`src/rtl/spi_arbiter.sv`:
```
// Round-robin arbiter/sequencer sharing one spi_master among NPORTS requesters.
// Grants one port at a time, sequences the master handshake and routes chip select.

module spi_arbiter_csn (
  input  logic sel,
  input  logic spi_csn,
  output logic csn
);
  assign csn = sel ? spi_csn : 1'b1;
endmodule

module spi_arbiter #(
  parameter int NPORTS = 4,
  parameter int PW     = 3
) (
  input  logic                   clk_in,
  input  logic                   rst,
  input  logic [NPORTS-1:0]      req,
  input  logic [32*NPORTS-1:0]   wdata,
  input  logic [6*NPORTS-1:0]    wbits,
  output logic [NPORTS-1:0]      ack,
  output logic [31:0]            rdata,
  output logic                   busy,
  output logic [PW-1:0]          owner,
  output logic                   spi_request,
  output logic [31:0]            spi_mosi_data,
  output logic [5:0]             spi_nbits,
  input  logic [31:0]            spi_miso_data,
  input  logic                   spi_ready,
  input  logic                   spi_csn,
  output logic [NPORTS-1:0]      dev_csn
);
  localparam int NX  = 2**PW;
  localparam int NX2 = 2**(PW+1);

  typedef enum logic [2:0] {S_IDLE, S_GRANT, S_SETTLE, S_BUSY, S_DONE} state_t;

  state_t state, state_nx;
  logic [PW-1:0] last;
  logic [PW-1:0] win;
  logic          found;
  logic [PW:0]   cand;
  logic [NX2-1:0] req_x;
  logic [NPORTS-1:0][31:0] wdata_a;
  logic [NPORTS-1:0][5:0]  wbits_a;
  logic [NX-1:0][31:0] wdata_x;
  logic [NX-1:0][5:0]  wbits_x;
  logic [NX-1:0]       ack_x;

  assign wdata_a = wdata;
  assign wbits_a = wbits;

  // Widen per-port vectors to the full index space so every index is in range.
  always_comb begin
    req_x   = '0;
    wdata_x = '0;
    wbits_x = '0;
    req_x[NPORTS-1:0]   = req;
    wdata_x[NPORTS-1:0] = wdata_a;
    wbits_x[NPORTS-1:0] = wbits_a;
  end

  // Search from last+1 upward with wrap; iterating downward lets the nearest hit win.
  always_comb begin
    win   = last;
    found = 1'b0;
    cand  = '0;
    for (int i = NPORTS; i >= 1; i--) begin
      cand = {1'b0, last} + (PW+1)'(i);
      if (cand >= (PW+1)'(NPORTS)) cand = cand - (PW+1)'(NPORTS);
      if (req_x[cand]) begin
        win   = cand[PW-1:0];
        found = 1'b1;
      end
    end
  end

  always_ff @(posedge clk_in or posedge rst) begin
    if (rst) state <= S_IDLE;
    else     state <= state_nx;
  end

  always_comb begin
    state_nx = state;
    case (state)
      S_IDLE:   if (found) state_nx = S_GRANT;
      S_GRANT:  state_nx = S_SETTLE;
      // SETTLE hides the ready level left over from the previous transfer.
      S_SETTLE: state_nx = S_BUSY;
      S_BUSY:   if (spi_ready) state_nx = S_DONE;
      S_DONE:   state_nx = S_IDLE;
      default:  state_nx = S_IDLE;
    endcase
  end

  always_ff @(posedge clk_in or posedge rst) begin
    if (rst) begin
      owner         <= '0;
      last          <= PW'(NPORTS-1);
      spi_mosi_data <= '0;
      spi_nbits     <= '0;
      rdata         <= '0;
    end else begin
      if (state == S_IDLE && found) begin
        owner         <= win;
        spi_mosi_data <= wdata_x[win];
        // Counts of 32..63 would break the master's alignment loop.
        spi_nbits     <= wbits_x[win][5] ? 6'd31 : wbits_x[win];
      end
      if (state == S_BUSY && spi_ready) rdata <= spi_miso_data;
      if (state == S_DONE) last <= owner;
    end
  end

  assign busy        = (state != S_IDLE);
  assign spi_request = (state == S_GRANT);

  always_comb begin
    ack_x = '0;
    if (state == S_DONE) ack_x[owner] = 1'b1;
  end
  assign ack = ack_x[NPORTS-1:0];

  for (genvar k = 0; k < NPORTS; k++) begin : g_csn
    spi_arbiter_csn u_csn (
      .sel     (busy && (owner == PW'(k))),
      .spi_csn (spi_csn),
      .csn     (dev_csn[k])
    );
  end

endmodule

```
`config.mk`:
```
export PLATFORM = sky130hd
export DESIGN_NAME = spi_arbiter
export DESIGN_NICKNAME = d
export VERILOG_FILES = /design/src/rtl/spi_arbiter.sv
export SDC_FILE = /design/constraint.sdc
export NUM_CORES = 1
export LEC_CHECK = 0
export CORE_MARGIN = 1
export CORE_UTILIZATION = 30
export CTS_BUF_LIST = sky130_fd_sc_hd__clkbuf_4 sky130_fd_sc_hd__clkbuf_8
export DETAILED_ROUTE_END_ITERATION = 8
export GPL_TIMING_DRIVEN = 0
export MAX_ROUTING_LAYER = met4
export PLACE_DENSITY = 0.67
export SLEW_MARGIN = 20
export SYNTH_ARGS = -nofsm -noshare
export SYNTH_HDL_FRONTEND = slang
export SYNTH_SLANG_ARGS = --single-unit
```
`constraint.sdc`:
```
create_clock -name clk_in -period 6.1 [get_ports clk_in]
set_clock_uncertainty 0.1 [all_clocks]
set_input_delay 0.61 -clock clk_in [delete_from_list [all_inputs] [get_ports clk_in]]
set_output_delay 0.61 -clock clk_in [all_outputs]
set_load 0.01 [all_outputs]
```
# ---- Word-level counts from Yosys, hierarchy flattened
# Cells that the tools add are included.
# W data, S select, Z words.
dict set report op_classes {
  add_sub_neg 8
  n_mul 0
  n_div 0
  magnitude_cmp 11
  eq_ne 9
  shift 0
  n_mux 35
  n_bitwise 0
  n_reduce_logical 11
}
# op count
set op_table {}
lappend op_table {{$bmux W32 S3} 1}
lappend op_table {{$mux W32} 1}
lappend op_table {{$lt A4 B5 Y1 const B} 4}
lappend op_table {{$mux W4} 5}
lappend op_table {{$bmux W6 S3} 1}
lappend op_table {{$mux W3} 6}
lappend op_table {{$bmux W1 S4} 4}
lappend op_table {{$ge A4 B3 Y1 const B} 4}
lappend op_table {{$sub A4 B3 Y4 const B} 4}
lappend op_table {{$mux W1} 13}
lappend op_table {{$eq A3 B2 Y1 const B} 4}
lappend op_table {{$pmux W3 S4} 1}
lappend op_table {{$add A3 B2 Y4 const B} 2}
lappend op_table {{$lt A3 B4 Y1 const B} 2}
lappend op_table {{$logic_and A1 B1 Y1} 7}
lappend op_table {{$eq A3 B1 Y1 const B} 2}
lappend op_table {{$logic_not A3 Y1} 2}
lappend op_table {{$mux W6} 1}
lappend op_table {{$mux W5} 1}
lappend op_table {{$add A3 B1 Y4 const B} 1}
lappend op_table {{$add A3 B3 Y4 const B} 1}
lappend op_table {{$ne A2 B2 Y1 const B} 2}
lappend op_table {{$demux W1 S3} 1}
lappend op_table {{$eq A3 B3 Y1 const B} 1}
lappend op_table {{3 further kinds} 3}
dict set report totals {
  reg_bits 79
  latch_bits 0
  ram_bits 0
  romBits 0
  out_inout_bits 83
  wordCells 80
  memories 0
}

# ---- Logic depth before layout (Yosys ltp)
# Gate-level depths: netlist of the first run.
dict set report depth {
  word_depth 12
  ltp_mapped 13
  mapped_depth_nobuf 9
}

# ---- Hierarchy
# Synthesis of the first run repeated with hierarchy kept, for this count alone.
dict set report unflattened {
  cells_unflattened 480
  hier_area_um2 4489.3
}
# module n_inst cells_per_inst area_per_inst_um2 seq_area_each_um2
set modules_own_cells {}
lappend modules_own_cells {spi_arbiter 1 476 4464.3 1954.4}
lappend modules_own_cells {spi_arbiter_csn 4 1 6.3 0.0}

# ---- Least setup slack after synthesis of the first run
# No wires, ideal clock.
dict set report synth_timing {
  path_kind {register -> register}
  startpoint {reg last[0]}
  endpoint {reg spi_nbits[1]}
  setup_time_ns 0.126
  arrival_ns 3.193
  t_required_ns 5.874
  slack_ns 2.681
  stages_incl_launch_ff 13
  cell_sequence {dfstp_2 buf_6 buf_2 clkinv_1 ha_1 nor2b_1 o22ai_1 a31oi_1 o22ai_1 nand2_1 clkbuf_1 clkbuf_1 a221o_1}
}
dict set report synth_between {
  elab_chain_len 12
  elab_cells_between_ends 36
  classes_between {add/sub: 8; order compare: 4; mux: 23; reduce/logical: 1}
}
# item line_no
set synth_rtl {}
lappend synth_rtl {{from (decl)} 39} ;# logic [PW-1:0] last;
lappend synth_rtl {{from (signal assigned)} 99} ;# last <= PW'(NPORTS-1);
lappend synth_rtl {{from (signal assigned)} 111} ;# if (state == S_DONE) last <= owner;
lappend synth_rtl {{$add A3 B3 Y4} 69} ;# cand = {1'b0, last} + (PW+1)'(i);
lappend synth_rtl {{$sub A4 B3 Y4 or $ge A4 B3 Y1 (tied branches)} 70} ;# if (cand >= (PW+1)'(NPORTS)) cand = cand - (PW+1)'(NPORTS);
lappend synth_rtl {{$mux W4} 70}
lappend synth_rtl {{$bmux W1 S4} 71} ;# if (req_x[cand]) begin
lappend synth_rtl {{$mux W1 (not written as such)} 71}
lappend synth_rtl {{$mux W3 (4 in a row)} 71}
lappend synth_rtl {{$bmux W6 S3} 108} ;# spi_nbits <= wbits_x[win][5] ? 6'd31 : wbits_x[win];
lappend synth_rtl {{$mux W6 (not written as such)} 108}
lappend synth_rtl {{$mux W5} 108}
lappend synth_rtl {{to (signal assigned)} 108}
lappend synth_rtl {{to (decl)} 27} ;# output logic [5:0] spi_nbits,
# Parallel ways exist; a longest one is shown, timed or not. The select of a mux whose other input is x is not followed.
# A chain may end at the register's enable or synchronous reset.

# ---- Worst setup path after layout of the first run
dict set report layout_timing {
  startpoint {reg last[0]}
  endpoint {reg spi_mosi_data[22]}
}
dict set report layout_between {
  elab_chain_len 11
  elab_cells_between_ends 35
  classes_between {add/sub: 8; order compare: 4; mux: 22; reduce/logical: 1}
}
# item line_no
set layout_rtl {}
lappend layout_rtl {{$add A3 B3 Y4} 69}
lappend layout_rtl {{$sub A4 B3 Y4 or $ge A4 B3 Y1 (tied branches)} 70}
lappend layout_rtl {{$mux W4} 70}
lappend layout_rtl {{$bmux W1 S4} 71}
lappend layout_rtl {{$mux W1 (not written as such)} 71}
lappend layout_rtl {{$mux W3 (4 in a row)} 71}
lappend layout_rtl {{$bmux W32 S3} 106} ;# spi_mosi_data <= wdata_x[win];
lappend layout_rtl {{$mux W32 (not written as such)} 106}
lappend layout_rtl {{to (signal assigned)} 106}
lappend layout_rtl {{to (decl)} 26} ;# output logic [31:0] spi_mosi_data,
# Parallel ways exist; a longest one is shown, timed or not. The select of a mux whose other input is x is not followed.

==> qor.txt, run 1 <==
status = finished clean
num rows = 44
full die area = 15,500 sq um
Die H = 124 microns
synth cell count leaders = 141 x nand2_1, 76 x dfrtp_1, 69 x mux2i_1
Max-Cap Viols = 0
Leak = 3.33 nW
fin crit share = 71.8%
Sink Count = 78
Hold Vio Cnt, Final = 0
# nets final = 965
Mean Syn Cell Area = 9.25 sq um
leading area contributor after synthesis = dfrtp_1
PostCTS Resize Cnt = 0
fin area = 7660 sq um
Post-synth EDFFs = 0
max-slew violation count = 0
XOR/XNOR share of the synthesized area = 0.612%
post-synth top area share = 42.3%
DRT Pass-1 Iters = 5
P&R area growth vs syn = 70.3%
Post-DRT Antenna Nets = 0
Skew-Pair Late Insertion Delay = 0.36 ns
most used flip-flop cell after synthesis = dfrtp_1
WL per Instance = 17.1 microns
Mapped Area = 4500 sq um
final setup fails = 0
Peak Freq = 228 MHz
vias = 4,804
Total Routing Usage GR = 21.6%
Yosys warning count = 0
worst setup path category = flip-flop to flip-flop
syn_nets = 682
hold bufs inserted after CTS = 0
CP startpoint kind = flip-flop
antenna violations before repair = 0
initial DRC count = 268
Routability Congestion = 0.863
simple-gate share of the synthesized area = 18.5%
number of cells on the worst hold path = 2
first-pass GRT wire length = 25,600 microns
post-DP HPWL = 12,900 microns
Worst-Margin Slew = 0.592 ns
top cells by area, synth = dfrtp_1 42%, mux2i_1 15%, nand2_1 12%
IO Port Bufs = 271
setup TNS = 0 ns
count leader, synth = nand2_1
CP Capture Type = flip-flop
synthesized flop and latch total = 78
largest family of logic cells by synthesized area = simple AND/OR/NAND/NOR gates
Starting Density = 30.8%
Post-DP Area = 7460 sq um
Post-CTS Setup Inserts = 0
Seq/Total Area, Yosys = 43.5%
mux contribution to synthesized area = 16.4%
worst-path fanout max = 10
Hold WC Path Type = flip-flop to flip-flop
post-synth cell types = 51
R2R cell count = 13
H-tree Lvls = 3
Ports = 275
worst vdd ir = 197 uV
root buffer cell = clkbuf_8
grt total ovfl = 0
final period demand of the worst path = 4.38 ns
clock buffer depth = 2
final antenna diode count = 0
critical path arrival = 4.50 ns
relative slew slack = 60.3%
largest net degree at the start of global routing = 44
Gate Count Post-Synth = 486
vias in the first global route = 4,923
Routed Wire Length = 16,300 microns
TritonCTS clock tree = built
Power Density = 479 nW/um^2
layout cell share with drive strength beyond 1 = 6.59%
Hold WS = 0.382 ns
Core Footprint = 14,600 sq um
synthesized-area fraction occupied by adder cells = 1.11%
DR vias/cell = 5.01
residual DRC count = 0
RSZ-0062 raised after global routing = no
CTS buffer count = 9
Req. time, crit path = 6.22 ns
Die Wd = 124 microns
clk slew on worst S/H paths = 0.08 ns
Synth Area in Compound Gates = 14.6%
asr flop ratio synth = 100%
layout make-up:
| class | instances | area (sq um) |
|---|---|---|
| well taps | 184 | 230 |
| repair buffers | 272 | 2730 |
| flip-flops and latches | 78 | 1950 |
| fillers | 1345 | 6930 |
| clock inverters | 7 | 73.8 |
| clock buffers | 9 | 124 |
| inverters | 9 | 36.3 |
| plain buffers | 39 | 200 |
| multi-input cells | 360 | 2310 |
critical path: stages (launching register included):
cell	delay, ns
dfstp_2	0.53
buf_6	0.13
buf_2	0.23
clkinv_1	0.32
ha_1	0.51
nor2b_1	0.18
o22ai_1	0.44
a31oi_1	0.16
o21ai_0	0.19
a32o_1	0.14
clkbuf_1	0.31
buf_2	0.46
mux2i_1	0.35
o221ai_1	0.17
per-layer routing:
| layer | GRT usage (%) | up-vias | share of wire (%) |
|---|---|---|---|
| li1 | - | 2292 | - |
| met1 | 24.7 | 2279 | 41 |
| met2 | 36.4 | 204 | 50 |
| met3 | 5.63 | 29 | 7.1 |
| met4 | 7.94 | 0 | 2.4 |
| met5 | - | - | 0 |
cells by family after synthesis:
| logic type | after synthesis |
|---|---|
| other cells | 1 |
| xor+xnor | 1 |
| fa+ha+maj | 4 |
| buf+inv | 48 |
| mux | 72 |
| compound gates | 84 |
| simple gates | 198 |
| flops | 78 |
worst paths after layout:
check	to	startpoint	slack (ns)
max in group asynchronous	spi_mosi_data[8]	rst	4.78
min in group asynchronous	rdata[5]	rst	0.53
max reg2reg	spi_mosi_data[22]	last[0]	1.72
min reg2reg	rdata[25]	rdata[25]	0.38
max	spi_mosi_data[22]	last[0]	1.72
min	rdata[25]	rdata[25]	0.38
placed cells by master, fill, tap and decap left out, types with 6 or more instances in the layout:
cell type,instances
clkdlybuf4s50_1,271
nand2_1,141
dfrtp_1,76
mux2i_1,69
o221ai_1,32
nor2_1,18
nor3_1,13
buf_2,13
a21oi_1,11
clkbuf_1,11
clkbuf_8,9
o21ai_0,8
buf_4,8
inv_1,7
buf_1,6
metrics by stage:
| stage | worst slack [ns] | utilization (%) | power, mW | instances |
|---|---|---|---|---|
| 6_report | 1.72 | 52.5 | 3.67 | 958 |
| 5_1_grt | 1.38 | 52.5 | 3.93 | 958 |
| 4_1_cts | 1.74 | 52.5 | 3.71 | 958 |
| 2_1_floorplan | 2.68 | - | 2.29 | 486 |
| 3_5_place_dp | 1.77 | 51.1 | 3.29 | 942 |
| 3_3_place_gp | 1.82 | 51.0 | 3.24 | 941 |
where the power goes:
group	internal (mW)	leakage (nW)	total [mW]	switching, mW
Sequential	0.764	0.968	0.902	0.138
Clock	0.190	0.0996	0.394	0.204
Combinational	1.16	2.26	2.37	1.21
state kept, by name, indices dropped and copies added (netlist names):
name / flops
spi_nbits: 5
owner: 3
last: 3
state: 3
spi_mosi_data: 32
rdata: 32
Power figures use the tool's default switching activity.
==> run 2: changes to the inputs <==
Clock period 6.1 ns to 4.1 ns, I/O delays scaled along.
==> qor.txt, run 2 (synthesis results as in run 1) <==
status = finished clean
CP startpoint kind = flip-flop
Die H = 124 microns
worst setup path category = flip-flop to flip-flop
largest net degree at the start of global routing = 44
Hold WC Path Type = input port to async pin
DRT Pass-1 Iters = 5
Req. time, crit path = 4.27 ns
full die area = 15,500 sq um
Top delay family on crit path = compound AO/OA/AOI/OAI gates
Crit path top cell by count = buf_2
TritonCTS clock tree = built
final setup fails = 0
grt total ovfl = 0
worst-path fanout max = 10
Ports = 275
Skew-Pair Late Insertion Delay = 0.36 ns
# nets final = 964
Peak Freq = 261 MHz
Hold WS = 0.324 ns
CP Cell Sequence = buf_6 > buf_2 > clkinvlp_4 > ha_1 > o21bai_1 > a221oi_2 > a41o_2 > xnor2_4 > nand3_1 > buf_2 > o221ai_1
Routability Congestion = 0.863
setup TNS = 0 ns
root buffer cell = clkbuf_8
Power Density = 713 nW/um^2
vias in the first global route = 4,925
Total Routing Usage GR = 21.6%
Starting Density = 30.8%
Regs by FF count = rdata: 32 flops, spi_mosi_data: 32 flops, spi_nbits: 5 flops
CP Capture Type = flip-flop
Die Wd = 124 microns
Max-Cap Viols = 0
vias = 4,798
Post-CTS Setup Inserts = 0
fin crit share = 93.5%
CP Buf/Inv Count = 4
most common cell after layout, fill and taps aside = clkdlybuf4s50_1
residual DRC count = 0
clk slew on worst S/H paths = 0.08 ns
max incr delay on CP = 0.53 ns
Hold Vio Cnt, Final = 0
RSZ-0062 raised after global routing = no
antenna violations before repair = 0
num rows = 44
Crit-path slowest cell = dfstp_2
worst vdd ir = 293 uV
most frequent cells in the layout = 271 x clkdlybuf4s50_1, 141 x nand2_1, 76 x dfrtp_1
relative slew slack = 61.7%
Core Footprint = 14,600 sq um
Post-DRT Antenna Nets = 0
Worst-Margin Slew = 0.570 ns
critical path arrival = 4.00 ns
Leak = 3.36 nW
max-slew violation count = 0
CTS buffer count = 9
filler instances = 1,342
WL per Instance = 17.0 microns
first-pass GRT wire length = 25,600 microns
DR vias/cell = 5.01
Sink Count = 78
final antenna diode count = 0
IO Port Bufs = 271
clock buffer depth = 2
P&R area growth vs syn = 71.0%
H-tree Lvls = 3
final period demand of the worst path = 3.83 ns
layout cell share with drive strength beyond 1 = 8.02%
Routed Wire Length = 16,300 microns
post-DP HPWL = 12,900 microns
hold bufs inserted after CTS = 0
initial DRC count = 299
[run 2: changes by cell type in the layout (fill, tap and decap cells not counted), moves of 2 or more]
| cell | before | now |
|---|---|---|
| clkbuf_1 | 11 | 5 |
| clkbuf_2 | 0 | 5 |
| o22ai_1 | 3 | 1 |
| o22ai_2 | 0 | 2 |
[run 2: where the power goes]
| group | internal (mW) | total (mW) | switching, mW |
|---|---|---|---|
| logic | 1.75 | 3.55 | 1.81 |
| registers | 1.14 | 1.34 | 0.205 |
| clock network | 0.283 | 0.585 | 0.302 |
| total | 3.17 | 5.48 | 2.31 |
[run 2: layout make-up]
type	count	area, sq um	share of cell area (%)
Clock inverter	7	73.8	0.960
Buffer	38	205	2.67
Sequential cell	78	1950	25.4
Multi-Input combinational cell	360	2330	30.3
Timing Repair Buffer	272	2730	35.5
Clock buffer	9	124	1.61
Inverter	9	40.0	0.521
Tap cell	184	230	2.99
[run 2: through the flow]
stage	total power, mW	instances	utilization [%]	setup WS (ns)	area, sq um
after floorplan	3.41	486	-	0.681	4500
after global placement	4.82	941	51.0	-0.182	7440
after detailed placement	4.90	942	51.1	-0.228	7460
after CTS	5.53	958	52.6	0.000687	7670
after global routing	5.87	957	52.7	0.00988	7690
final	5.48	957	52.7	0.265	7690
[run 2: worst register-to-register path, delay by kind of cell, from the launching register on]
kind / cells / cell delay (ns)
compound gates: 4 / 1.14
buf+inv: 4 / 0.97
flops: 1 / 0.53
fa+ha+maj: 1 / 0.51
simple gates: 1 / 0.30
xor+xnor: 1 / 0.19
[run 2: final timing paths]
path                                 from           endpoint  slack (ns)  cells after the start
worst max-delay path              last[0]  spi_mosi_data[27]        0.27                     11
worst min-delay path                  rst           rdata[5]        0.32                      2
worst max register to register    last[0]  spi_mosi_data[27]        0.27                     11
worst min register to register  rdata[25]          rdata[25]        0.38                      2
max in group asynchronous             rst   spi_mosi_data[8]        2.98                      3
min in group clk_in             rdata[25]          rdata[25]        0.38                      2
[run 2: timing repair]
item,in CTS,in global routing
gates resized for setup,6,7
pin swaps,0,0
endpoints found under the setup margin,40,40
[run 2: layer usage]
layer	GRT usage (%)	vias to the layer above	wire (microns)
met2	36.5	207	8140
met5	-	-	0
met1	24.6	2271	6530
met4	7.94	0	387
li1	-	2293	-
met3	5.63	27	1250
==> run 3: changes to the inputs <==
Clock period 4.1 ns to 3.83 ns, I/O delays scaled along.
==> qor.txt, run 3 (synthesis results as in run 1) <==
max incr delay on CP = 0.53 ns
Overall Power = 5.92 mW
fin crit share = 93.4%
DR vias/cell = 5.02
Sequential Area = 1950 sq um
Multi-input gate area = 2350 sq um
status = finished clean
Die Wd = 124 microns
Die H = 124 microns
Routed Wire Length = 16,300 microns
max-slew violation count = 0
placed insts = 942
critical path arrival = 3.74 ns
grt total ovfl = 0
root buffer cell = clkbuf_8
Starting Density = 30.8%
Power Density = 767 nW/um^2
CP startpoint = last[0]
Top delay family on crit path = buffers and inverters
full die area = 15,500 sq um
largest net degree at the start of global routing = 44
Post-CTS Setup Inserts = 0
RSZ-0062 raised after global routing = no
worst-path fanout max = 10
Non-Filler Instances = 957
CP Buf/Inv Count = 4
P&R area growth vs syn = 71.8%
first-pass GRT wire length = 25,600 microns
Ports = 275
Worst-Margin Slew = 0.587 ns
CP Capture Type = flip-flop
Max-Cap Viols = 0
Post-DRT Antenna Nets = 0
Peak Freq = 279 MHz
Req. time, crit path = 4.00 ns
vias = 4,807
antenna violations before repair = 0
DRT Pass-1 Iters = 5
residual DRC count = 0
Leak = 3.37 nW
WL per Instance = 17.1 microns
Skew-Pair Late Insertion Delay = 0.36 ns
vias in the first global route = 4,906
R2R cell count = 11
R2R Path End = spi_mosi_data[27]
final setup fails = 0
final antenna diode count = 0
Crit-path slowest cell = dfstp_2
num rows = 44
clock buffer depth = 2
Hold WC Path Type = input port to async pin
Sink Count = 78
r2r setup slk = 0.25 ns
relative slew slack = 60.6%
Core Footprint = 14,600 sq um
layout cell share with drive strength beyond 1 = 8.28%
initial DRC count = 266
worst setup path category = flip-flop to flip-flop
CTS buffer count = 9
post-DP HPWL = 12,900 microns
worst setup path end = spi_mosi_data[27]
clk slew on worst S/H paths = 0.08 ns
worst vdd ir = 314 uV
CP startpoint kind = flip-flop
Stages on worst setup path = 11
reg2reg start = last[0]
filler instances = 1,337
CP Cell Sequence = buf_6 > buf_2 > inv_4 > ha_2 > nor3_1 > a221oi_4 > a41o_2 > xnor2_4 > nand3_1 > buf_2 > o221ai_1
TritonCTS clock tree = built
Hold WS = 0.301 ns
H-tree Lvls = 3
Total Routing Usage GR = 21.6%
Routability Congestion = 0.863
Regs by FF count = rdata: 32 flops, spi_mosi_data: 32 flops, spi_nbits: 5 flops
IO Port Bufs = 271
most common cell after layout, fill and taps aside = clkdlybuf4s50_1
most frequent cells in the layout = 271 x clkdlybuf4s50_1, 141 x nand2_1, 76 x dfrtp_1
final period demand of the worst path = 3.58 ns
Crit path top cell by count = buf_2
# nets final = 964
Hold Vio Cnt, Final = 0
-- run 3: cell types whose count changed in the layout (fill, tap and decap cells not counted), sizes merged --
cell	previous run	this run
buf	29	26
clkinvlp	2	1
clkbuf	19	22
inv	9	10
-- run 3: where the power goes --
group / switching (mW) / leakage, nW / internal (mW)
clock: 0.323 / 0.0996 / 0.303
sequential: 0.220 / 0.968 / 1.22
combinational: 1.95 / 2.30 / 1.91
-- run 3: cell type report --
class                      count  area share [%]
sequential                    78            25.3
clock buffer                   9            1.60
clock inverter                 7           0.956
timing repair buffer         272            35.4
buffer                        38            2.80
tap                          184            2.98
multi-input combinational    360            30.5
inverter                       9           0.502
-- run 3: worst min-delay path by stage --
stage	startpoint	endpoint	slack [ns]	depth (start not counted)
after global placement	rdata[16]	rdata[16]	0.36	2
after global routing	rst	rdata[5]	0.32	2
final	rst	rdata[5]	0.30	2
after detailed placement	rdata[16]	rdata[16]	0.36	2
after CTS	rst	rdata[8]	0.29	2
after floorplan	state[2]	state[0]	0.38	1
-- run 3: per-layer routing --
| metal | GRT usage, % | vias up | share of wire, % |
|---|---|---|---|
| met5 | - | - | 0 |
| met4 | 7.94 | 0 | 2.4 |
| met3 | 5.58 | 27 | 7.3 |
| met2 | 36.3 | 207 | 50 |
| met1 | 24.7 | 2284 | 40 |
| li1 | - | 2289 | - |
-- run 3: worst reg2reg max path, delay by kind of cell, from the launching register on --
family | cells | cell delay [ns]
AOI/OAI and AO/OA | 3 | 0.63
xor gates and xnor gates | 1 | 0.30
adders and majority gates | 1 | 0.37
buffers and inverters | 4 | 0.83
DFF | 1 | 0.53
and+or+nand+nor | 2 | 0.73
-- run 3: what timing repair did --
item,4_1_cts,5_1_grt
endpoints found under the setup margin,40,39
resized for setup,11,12
hold buffers,0,0
pin swaps,0,2
-- run 3: through the flow --
stage                     instance area [sq um]  setup slack (ns)  setup TNS (ns)  util, %
final                                      7720             0.251               0     53.0
after global routing                       7720            0.0755               0     53.0
after CTS                                  7680            0.0979               0     52.6
after detailed placement                   7460            -0.498          -14.43     51.1
after global placement                     7440            -0.452          -14.33     51.0
after floorplan                            4500             0.411               0        -
